$ cat src/rtl/fnd_scan_ctrl_pkg.sv
// Shared constants for the FND scan controller: segment patterns, select level, FSM states.
package fnd_scan_ctrl_pkg;

    typedef enum logic [1:0] {
        S_BLANK = 2'd0,
        S_ON    = 2'd1,
        S_OFF   = 2'd2
    } state_t;

    // Common-node select is active-low
    localparam logic ENB_ACTIVE = 1'b0;

    // {a..g} patterns for 0-9, entry 10 is blank
    localparam logic [6:0] SEG_PAT [11] = '{
        7'h7E, 7'h30, 7'h6D, 7'h79, 7'h33,
        7'h5B, 7'h5F, 7'h70, 7'h7F, 7'h7B,
        7'h00
    };

    function automatic logic [31:0] calc_on_len(input logic [31:0] span,
                                                input logic [31:0] code,
                                                input int          shift);
        return (span * (code + 32'd1)) >> shift;
    endfunction

endpackage

$ cat src/rtl/fnd_scan_ctrl_if.sv
// Display data / load handshake bundle between the pattern decoders, scan controller and pins.
interface fnd_scan_ctrl_if #(
    parameter int NUM_DIGIT = 6,
    parameter int BRIGHT_W  = 3
);
    logic [7*NUM_DIGIT-1:0] i_digit_seg;
    logic [NUM_DIGIT-1:0]   i_dp;
    logic [NUM_DIGIT-1:0]   i_digit_en;
    logic [BRIGHT_W-1:0]    i_bright;
    logic                   i_load;
    logic [NUM_DIGIT-1:0]   o_seg_enb;
    logic [6:0]             o_seg;
    logic                   o_seg_dp;
    logic                   o_frame_done;
    logic                   o_load_pend;

    modport master (
        output i_digit_seg, i_dp, i_digit_en, i_bright, i_load,
        input  o_seg_enb, o_seg, o_seg_dp, o_frame_done, o_load_pend
    );

    modport slave (
        input  i_digit_seg, i_dp, i_digit_en, i_bright, i_load,
        output o_seg_enb, o_seg, o_seg_dp, o_frame_done, o_load_pend
    );
endinterface

$ cat src/rtl/fnd_slot_timer.sv
// Slot counter, digit index and per-slot brightness latch for the scan controller.
module fnd_slot_timer #(
    parameter int NUM_DIGIT = 6,
    parameter int SCAN_DIV  = 50000,
    parameter int BRIGHT_W  = 3,
    parameter int CNT_W     = 16,
    parameter int IDX_W     = 3
) (
    input  logic                clk,
    input  logic                rst_n,
    input  logic [BRIGHT_W-1:0] i_bright,
    output logic                slot_start,
    output logic                slot_end,
    output logic                frame_end,
    output logic [CNT_W-1:0]    cnt,
    output logic [IDX_W-1:0]    idx,
    output logic [BRIGHT_W-1:0] bright_q
);
    logic last_idx;

    always_comb begin
        slot_start = (cnt == '0);
        slot_end   = (cnt == CNT_W'(SCAN_DIV - 1));
        last_idx   = (idx == IDX_W'(NUM_DIGIT - 1));
        frame_end  = slot_end && last_idx;
    end

    always_ff @(posedge clk or negedge rst_n) begin
        if (!rst_n) begin
            cnt      <= '0;
            idx      <= '0;
            bright_q <= '0;
        end else begin
            if (slot_start) bright_q <= i_bright;
            if (slot_end) begin
                cnt <= '0;
                idx <= last_idx ? '0 : idx + IDX_W'(1);
            end else begin
                cnt <= cnt + CNT_W'(1);
            end
        end
    end

endmodule

$ cat src/rtl/fnd_scan_ctrl.sv
// N-digit multiplexed seven-segment scan controller with blanking, PWM dimming and frame-synchronous load.
module fnd_scan_ctrl
    import fnd_scan_ctrl_pkg::*;
#(
    parameter int NUM_DIGIT = 6,
    parameter int SCAN_DIV  = 50000,
    parameter int BLANK_CYC = 500,
    parameter int BRIGHT_W  = 3
) (
    input  logic            clk,
    input  logic            rst_n,
    fnd_scan_ctrl_if.slave  bus
);
    localparam int CNT_W = (SCAN_DIV > 1) ? $clog2(SCAN_DIV) : 1;
    localparam int IDX_W = (NUM_DIGIT > 1) ? $clog2(NUM_DIGIT) : 1;

    logic [CNT_W-1:0]    cnt;
    logic [IDX_W-1:0]    idx;
    logic [BRIGHT_W-1:0] bright_q, bright_cur;
    logic                slot_start, slot_end, frame_end;

    fnd_slot_timer #(
        .NUM_DIGIT (NUM_DIGIT),
        .SCAN_DIV  (SCAN_DIV),
        .BRIGHT_W  (BRIGHT_W),
        .CNT_W     (CNT_W),
        .IDX_W     (IDX_W)
    ) u_timer (
        .clk        (clk),
        .rst_n      (rst_n),
        .i_bright   (bus.i_bright),
        .slot_start (slot_start),
        .slot_end   (slot_end),
        .frame_end  (frame_end),
        .cnt        (cnt),
        .idx        (idx),
        .bright_q   (bright_q)
    );

    logic [7*NUM_DIGIT-1:0] stage_seg, shadow_seg;
    logic [NUM_DIGIT-1:0]   stage_dp, shadow_dp, stage_en, shadow_en;
    logic                   pend_q;

    state_t               state_q, state_d;
    logic [31:0]          cnt_nxt, on_len;
    logic [NUM_DIGIT-1:0] enb_d, enb_q;
    logic [6:0]           seg_d, seg_q;
    logic                 dp_d, dp_q, fd_q;

    // state_q always describes the current cnt, so the decision looks one count ahead;
    // on the slot's first cycle the brightness being latched is used directly.
    always_comb begin
        bright_cur = slot_start ? bus.i_bright : bright_q;
        on_len     = calc_on_len(32'(SCAN_DIV - BLANK_CYC), 32'(bright_cur), BRIGHT_W);
        cnt_nxt    = slot_end ? '0 : 32'(cnt) + 32'd1;
        state_d    = S_OFF;
        if (cnt_nxt < 32'(BLANK_CYC))
            state_d = S_BLANK;
        else if (cnt_nxt < 32'(BLANK_CYC) + on_len)
            state_d = S_ON;

        enb_d = '1;
        seg_d = '0;
        dp_d  = 1'b0;
        if (state_q == S_ON && shadow_en[idx]) begin
            enb_d[idx] = ENB_ACTIVE;
            seg_d      = shadow_seg[32'(idx) * 32'd7 +: 7];
            dp_d       = shadow_dp[idx];
        end
    end

    always_ff @(posedge clk or negedge rst_n) begin
        if (!rst_n) state_q <= S_BLANK;
        else        state_q <= state_d;
    end

    // A load landing on the boundary bypasses staging so it shows in the very next frame.
    always_ff @(posedge clk or negedge rst_n) begin
        if (!rst_n) begin
            stage_seg  <= '0;
            stage_dp   <= '0;
            stage_en   <= '0;
            shadow_seg <= '0;
            shadow_dp  <= '0;
            shadow_en  <= '0;
            pend_q     <= 1'b0;
        end else begin
            if (bus.i_load) begin
                stage_seg <= bus.i_digit_seg;
                stage_dp  <= bus.i_dp;
                stage_en  <= bus.i_digit_en;
            end
            if (frame_end) begin
                if (bus.i_load) begin
                    shadow_seg <= bus.i_digit_seg;
                    shadow_dp  <= bus.i_dp;
                    shadow_en  <= bus.i_digit_en;
                end else if (pend_q) begin
                    shadow_seg <= stage_seg;
                    shadow_dp  <= stage_dp;
                    shadow_en  <= stage_en;
                end
                pend_q <= 1'b0;
            end else if (bus.i_load) begin
                pend_q <= 1'b1;
            end
        end
    end

    always_ff @(posedge clk or negedge rst_n) begin
        if (!rst_n) begin
            enb_q <= '1;
            seg_q <= '0;
            dp_q  <= 1'b0;
            fd_q  <= 1'b0;
        end else begin
            enb_q <= enb_d;
            seg_q <= seg_d;
            dp_q  <= dp_d;
            fd_q  <= frame_end;
        end
    end

    assign bus.o_seg_enb    = enb_q;
    assign bus.o_seg        = seg_q;
    assign bus.o_seg_dp     = dp_q;
    assign bus.o_frame_done = fd_q;
    assign bus.o_load_pend  = pend_q;

endmodule

$ cat src/flat_wrapper.sv
// flat-port wrapper written by rule: the top's interface ports become plain ports
module fnd_scan_ctrl_flat import fnd_scan_ctrl_pkg::*;
#(
    parameter int NUM_DIGIT = 6,
    parameter int SCAN_DIV  = 50000,
    parameter int BLANK_CYC = 500,
    parameter int BRIGHT_W  = 3
)
  (clk, rst_n, bus_i_digit_seg, bus_i_dp, bus_i_digit_en, bus_i_bright, bus_i_load, bus_o_seg_enb, bus_o_seg, bus_o_seg_dp, bus_o_frame_done, bus_o_load_pend);
  fnd_scan_ctrl_if #(.NUM_DIGIT(NUM_DIGIT), .BRIGHT_W(BRIGHT_W)) bus_i ();
  input  logic clk;
  input  logic rst_n;
  input wire logic [$bits(bus_i.i_digit_seg)-1:0] bus_i_digit_seg;
  input wire logic [$bits(bus_i.i_dp)-1:0] bus_i_dp;
  input wire logic [$bits(bus_i.i_digit_en)-1:0] bus_i_digit_en;
  input wire logic [$bits(bus_i.i_bright)-1:0] bus_i_bright;
  input wire logic [$bits(bus_i.i_load)-1:0] bus_i_load;
  output wire logic [$bits(bus_i.o_seg_enb)-1:0] bus_o_seg_enb;
  output wire logic [$bits(bus_i.o_seg)-1:0] bus_o_seg;
  output wire logic [$bits(bus_i.o_seg_dp)-1:0] bus_o_seg_dp;
  output wire logic [$bits(bus_i.o_frame_done)-1:0] bus_o_frame_done;
  output wire logic [$bits(bus_i.o_load_pend)-1:0] bus_o_load_pend;
  assign bus_i.i_digit_seg = bus_i_digit_seg;
  assign bus_i.i_dp = bus_i_dp;
  assign bus_i.i_digit_en = bus_i_digit_en;
  assign bus_i.i_bright = bus_i_bright;
  assign bus_i.i_load = bus_i_load;
  assign bus_o_seg_enb = bus_i.o_seg_enb;
  assign bus_o_seg = bus_i.o_seg;
  assign bus_o_seg_dp = bus_i.o_seg_dp;
  assign bus_o_frame_done = bus_i.o_frame_done;
  assign bus_o_load_pend = bus_i.o_load_pend;
  fnd_scan_ctrl #(.NUM_DIGIT(NUM_DIGIT), .SCAN_DIV(SCAN_DIV), .BLANK_CYC(BLANK_CYC), .BRIGHT_W(BRIGHT_W)) u_core (.clk(clk), .rst_n(rst_n), .bus(bus_i));
endmodule
$ cat config.mk
export PLATFORM = sky130hd
export DESIGN_NAME = fnd_scan_ctrl_flat
export DESIGN_NICKNAME = d
export VERILOG_FILES = /design/src/rtl/fnd_scan_ctrl_pkg.sv /design/src/rtl/fnd_scan_ctrl_if.sv /design/src/rtl/fnd_slot_timer.sv /design/src/rtl/fnd_scan_ctrl.sv /design/src/flat_wrapper.sv
export SDC_FILE = /design/constraint.sdc
export NUM_CORES = 1
export LEC_CHECK = 0
export CORE_MARGIN = 2
export CORE_UTILIZATION = 55
export DETAILED_ROUTE_END_ITERATION = 16
export PLACE_DENSITY = 0.81
export SYNTH_ARGS = -nofsm -noshare
export SYNTH_HDL_FRONTEND = slang
export SYNTH_SLANG_ARGS = --single-unit
export TNS_END_PERCENT = 20
$ cat constraint.sdc
create_clock -name clk -period 7.2 [get_ports clk]
set_input_delay 1.44 -clock clk [delete_from_list [all_inputs] [get_ports clk]]
set_output_delay 1.44 -clock clk [all_outputs]
set_load 0.01 [all_outputs]
==> results.py <==
metrics = {
    "detailed_routing": {
        "drt-total-wl_mm": 15.7,
        "postRouteAntennaNets": 0,
        "drt-initial-drc-count": 347,
        "via_per_inst": 5.65,
        "drc": 0,
        "num_vias": 4631,
        "wl_per_cell_um": 19.1,
        "drt_first_pass_iters": 4,
    },
    "cts": {
        "clockBufferDepth": 2,
        "clock-root-buffer": "clkbuf_16",
        "holdBufCountCts": 0,
        "htreeDepth": 4,
        "clk_pin_slew_ns": 0.06,
        "cts.sinks": 148,
        "tritoncts": "done",
        "cts_made_buffers": 17,
        "clk_latency_ns": 0.43,
    },
    "yosys": {
        "synth-edff-count": 0,
        "ys.flop_type": "dfrtp_1",
        "syn_nets": 652,
        "avgSynthCellArea_um2": 13.7,
        "yosys.cell_types.count": 62,
        "yosys_warnings": 0,
        "synth-seq-cells": 148,
        "ys_seq_area_share_pct": 49.1,
        "synth.cell_area_um2": 7560,
        "synth_cells": 550,
        "async_flop_share_pct": 100,
    },
    "timing": {
        "rsz0062_at_grt": "false",
        "clock.fmax_mhz": 147,
        "worst_pin_slew_ns": 0.842,
        "setup_viol": 0,
        "relSlewSlack_pct": 43.4,
        "hold_viol_final": 0,
        "clock-skew-final_ns": 0.00700,
        "finalCritPeriodShare_pct": 94.2,
        "maxSlewViolCount": 0,
        "timing.setup.tns_ns": 0,
        "period_needed_ns": 6.78,
    },
    "min_path": {
        "holdPathStages": 1,
        "min_from": "u_core.stage_en[1]$_DFFE_PN0P_",
        "holdPathEnd": "u_core.stage_en[1]$_DFFE_PN0P_",
        "hold_class": "reg2reg",
    },
    "placement": {
        "place.gp.congestion": 0.957,
        "hpwl_mm": 10.8,
        "io_buffers": 75,
    },
    "power": {
        "leakagePower_nw": 4.07,
        "clkPwrFrac_pct": 43.6,
        "power.total_mw": 2.05,
        "pwr-share-comb_pct": 13.8,
        "p_sw_uw": 483,
        "power_frac_seq_pct": 42.6,
        "p_int_mw": 1.56,
        "peakVddDrop_v": 0.000168,
        "p_sw_share_pct": 23.6,
        "powerDensity_nw_per_um2": 227,
    },
    "floorplan": {
        "start_util_pct": 56.6,
        "core_area_um2": 13300,
        "die-area_um2": 14700,
        "dieWidth_um": 121,
        "boundaryPins": 76,
        "die_y_um": 121,
        "num_rows": 42,
    },
    "critical_path": {
        "end_kind": "flip-flop",
        "setup.worst_path.start_class": "input port",
        "crit_family": "compound AO/OA/AOI/OAI gates",
        "path_buf_inv": 5,
        "crit_path_max_incr_delay_ns": 0.44,
        "worst-setup-path-type": "in2reg",
        "cp.arrival_ns": 7.09,
        "rrSetupSlack_ns": 0.61,
        "worstPathMaxFanout": 5,
        "r2r-start": "u_core.u_timer.cnt[0]$_DFF_PN0_",
        "rr_worst_depth": 30,
        "required_ns": 7.51,
        "r2r_end": "u_core.state_q[1]$_DFF_PN0_",
        "cp_slowest_cell": "clkdlybuf4s50_1",
    },
    "global_routing": {
        "use_met3_pct": 4.70,
        "grt_first_pass_wirelength_mm": 26.1,
        "grt_pass1_vias": 4953,
        "grt_max_degree": 93,
        "use_met1_pct": 31.7,
        "antenna_found_initial": 0,
        "grt_util_met2_pct": 37.3,
        "grt_overflow_total": 0,
        "grt.total_usage_pct": 23.4,
        "busiest_layer": "met2",
    },
    "finish": {
        "drive_gt1_share_pct": 29.5,
        "layout.nets": 732,
        "num_antenna_cells": 0,
        "syn_to_final_growth_pct": 19.1,
    },
    "outcome": {
        "status": "complete, no violations",
    },
    "flow_run": {
        "drv_cap": 0,
    },
}
## worst max-delay path by stage
stage / from / to / slack [ns] / depth (start not counted)
floorplan: bus_i_bright[0] / u_core.state_q[1]$_DFF_PN0_ / 0.36 / 25
global placement: bus_i_bright[1] / u_core.state_q[1]$_DFF_PN0_ / 0.18 / 26
CTS: bus_i_bright[1] / u_core.state_q[1]$_DFF_PN0_ / 0.33 / 26
global route: bus_i_bright[1] / u_core.state_q[1]$_DFF_PN0_ / 0.04 / 26
detailed placement: bus_i_bright[1] / u_core.state_q[1]$_DFF_PN0_ / -0.12 / 26
finish: bus_i_bright[1] / u_core.state_q[1]$_DFF_PN0_ / 0.42 / 27
## cells in the final DEF (no fill, tap or decap), types with 3 or more instances in the layout
master,netlist,final
xor2_1,13,13
clkdlybuf4s50_1,0,73
mux4_2,9,9
clkbuf_16,0,17
and3_1,3,3
ha_1,38,38
a22oi_1,8,8
clkinv_2,0,3
fa_1,4,4
buf_4,0,9
xnor2_1,13,13
a31oi_1,3,3
inv_1,17,17
nor2b_1,3,3
nor2_1,36,36
mux2_4,50,50
o21ai_0,5,5
nor4_1,3,3
nor4_4,3,3
dfrtp_1,142,142
dfstp_2,6,6
nand2b_1,3,3
nand4_1,4,4
nor3_1,9,8
mux2_2,69,69
mux2i_1,3,3
nand2_1,17,17
a21oi_1,7,7
nand3_1,16,16
clkbuf_1,12,4
bufinv_16,0,3
a21o_1,6,6
## area by class of cell
class,instances,area [um^2]
Timing Repair Buffer,84,815
Clock buffer,23,468
Sequential cell,148,3710
Multi-Input combinational cell,362,3600
Inverter,17,63.8
Fill cell,956,4340
Clock inverter,9,130
Tap cell,176,220
## kinds of logic after synthesis
group	after synthesis	synth area share [%]
fa+ha+maj	42	7.35
simple gates	111	8.38
buf+inv	40	3.48
flops	148	49.1
xor+xnor	26	3.01
compound gates	50	5.03
mux	133	23.7
## metrics by stage
step	hold WS [ns]	instance area [um^2]	worst slack, ns	util (%)	instances
global placement	0.480	8390	0.180	62.8	786
finish	0.496	9000	0.417	67.5	819
global route	0.513	9000	0.0423	67.5	819
detailed placement	0.485	8390	-0.122	62.8	786
floorplan	0.468	7560	0.362	-	550
CTS	0.497	8980	0.334	67.3	818
## synthesized netlist by cell type (all sizes together), types with 8 or more instances
library cell | instances | share of area (%)
dfrtp | 142 | 47
mux2 | 119 | 20
ha | 38 | 6.3
nor2 | 36 | 1.8
inv | 17 | 0.84
nand2 | 17 | 0.84
nand3 | 16 | 1.1
clkbuf | 13 | 0.66
xnor2 | 13 | 1.5
xor2 | 13 | 1.5
buf | 10 | 2.0
mux4 | 9 | 2.7
nor3 | 9 | 0.60
a21oi | 8 | 0.58
a22oi | 8 | 0.79
## routing by layer
layer  wire, um  vias up
met2       7580      131
li1           -     2141
met4        317        0
met5          0        -
met1       7000     2332
met3        780       27
## power groups by stage
stage,Combinational (mW),Clock (mW),Sequential (mW)
4_1_cts,0.279,0.901,0.872
3_5_place_dp,0.275,0,0.886
5_1_grt,0.318,0.939,0.874
6_report,0.282,0.893,0.872
2_1_floorplan,0.179,0,0.883
3_3_place_gp,0.262,0,0.884
## repair_timing
item                       in CTS  in global routing
gates resized for setup         0                  3
buffers inserted                0                  1
setup endpoints to repair       0                  2
## registers in the layout, summed over array words and instances (netlist names), 2 cells and up
name                     count
u_core.bus.o_seg             7
u_core.u_timer.idx           3
u_core.stage_dp              6
u_core.stage_en              6
u_core.shadow_en             6
u_core.stage_seg            42
u_core.u_timer.cnt          16
u_core.bus.o_seg_enb         6
u_core.state_q               2
u_core.shadow_dp             6
u_core.shadow_seg           42
u_core.u_timer.bright_q      3
No activity file was read; power rests on OpenSTA's default activity.
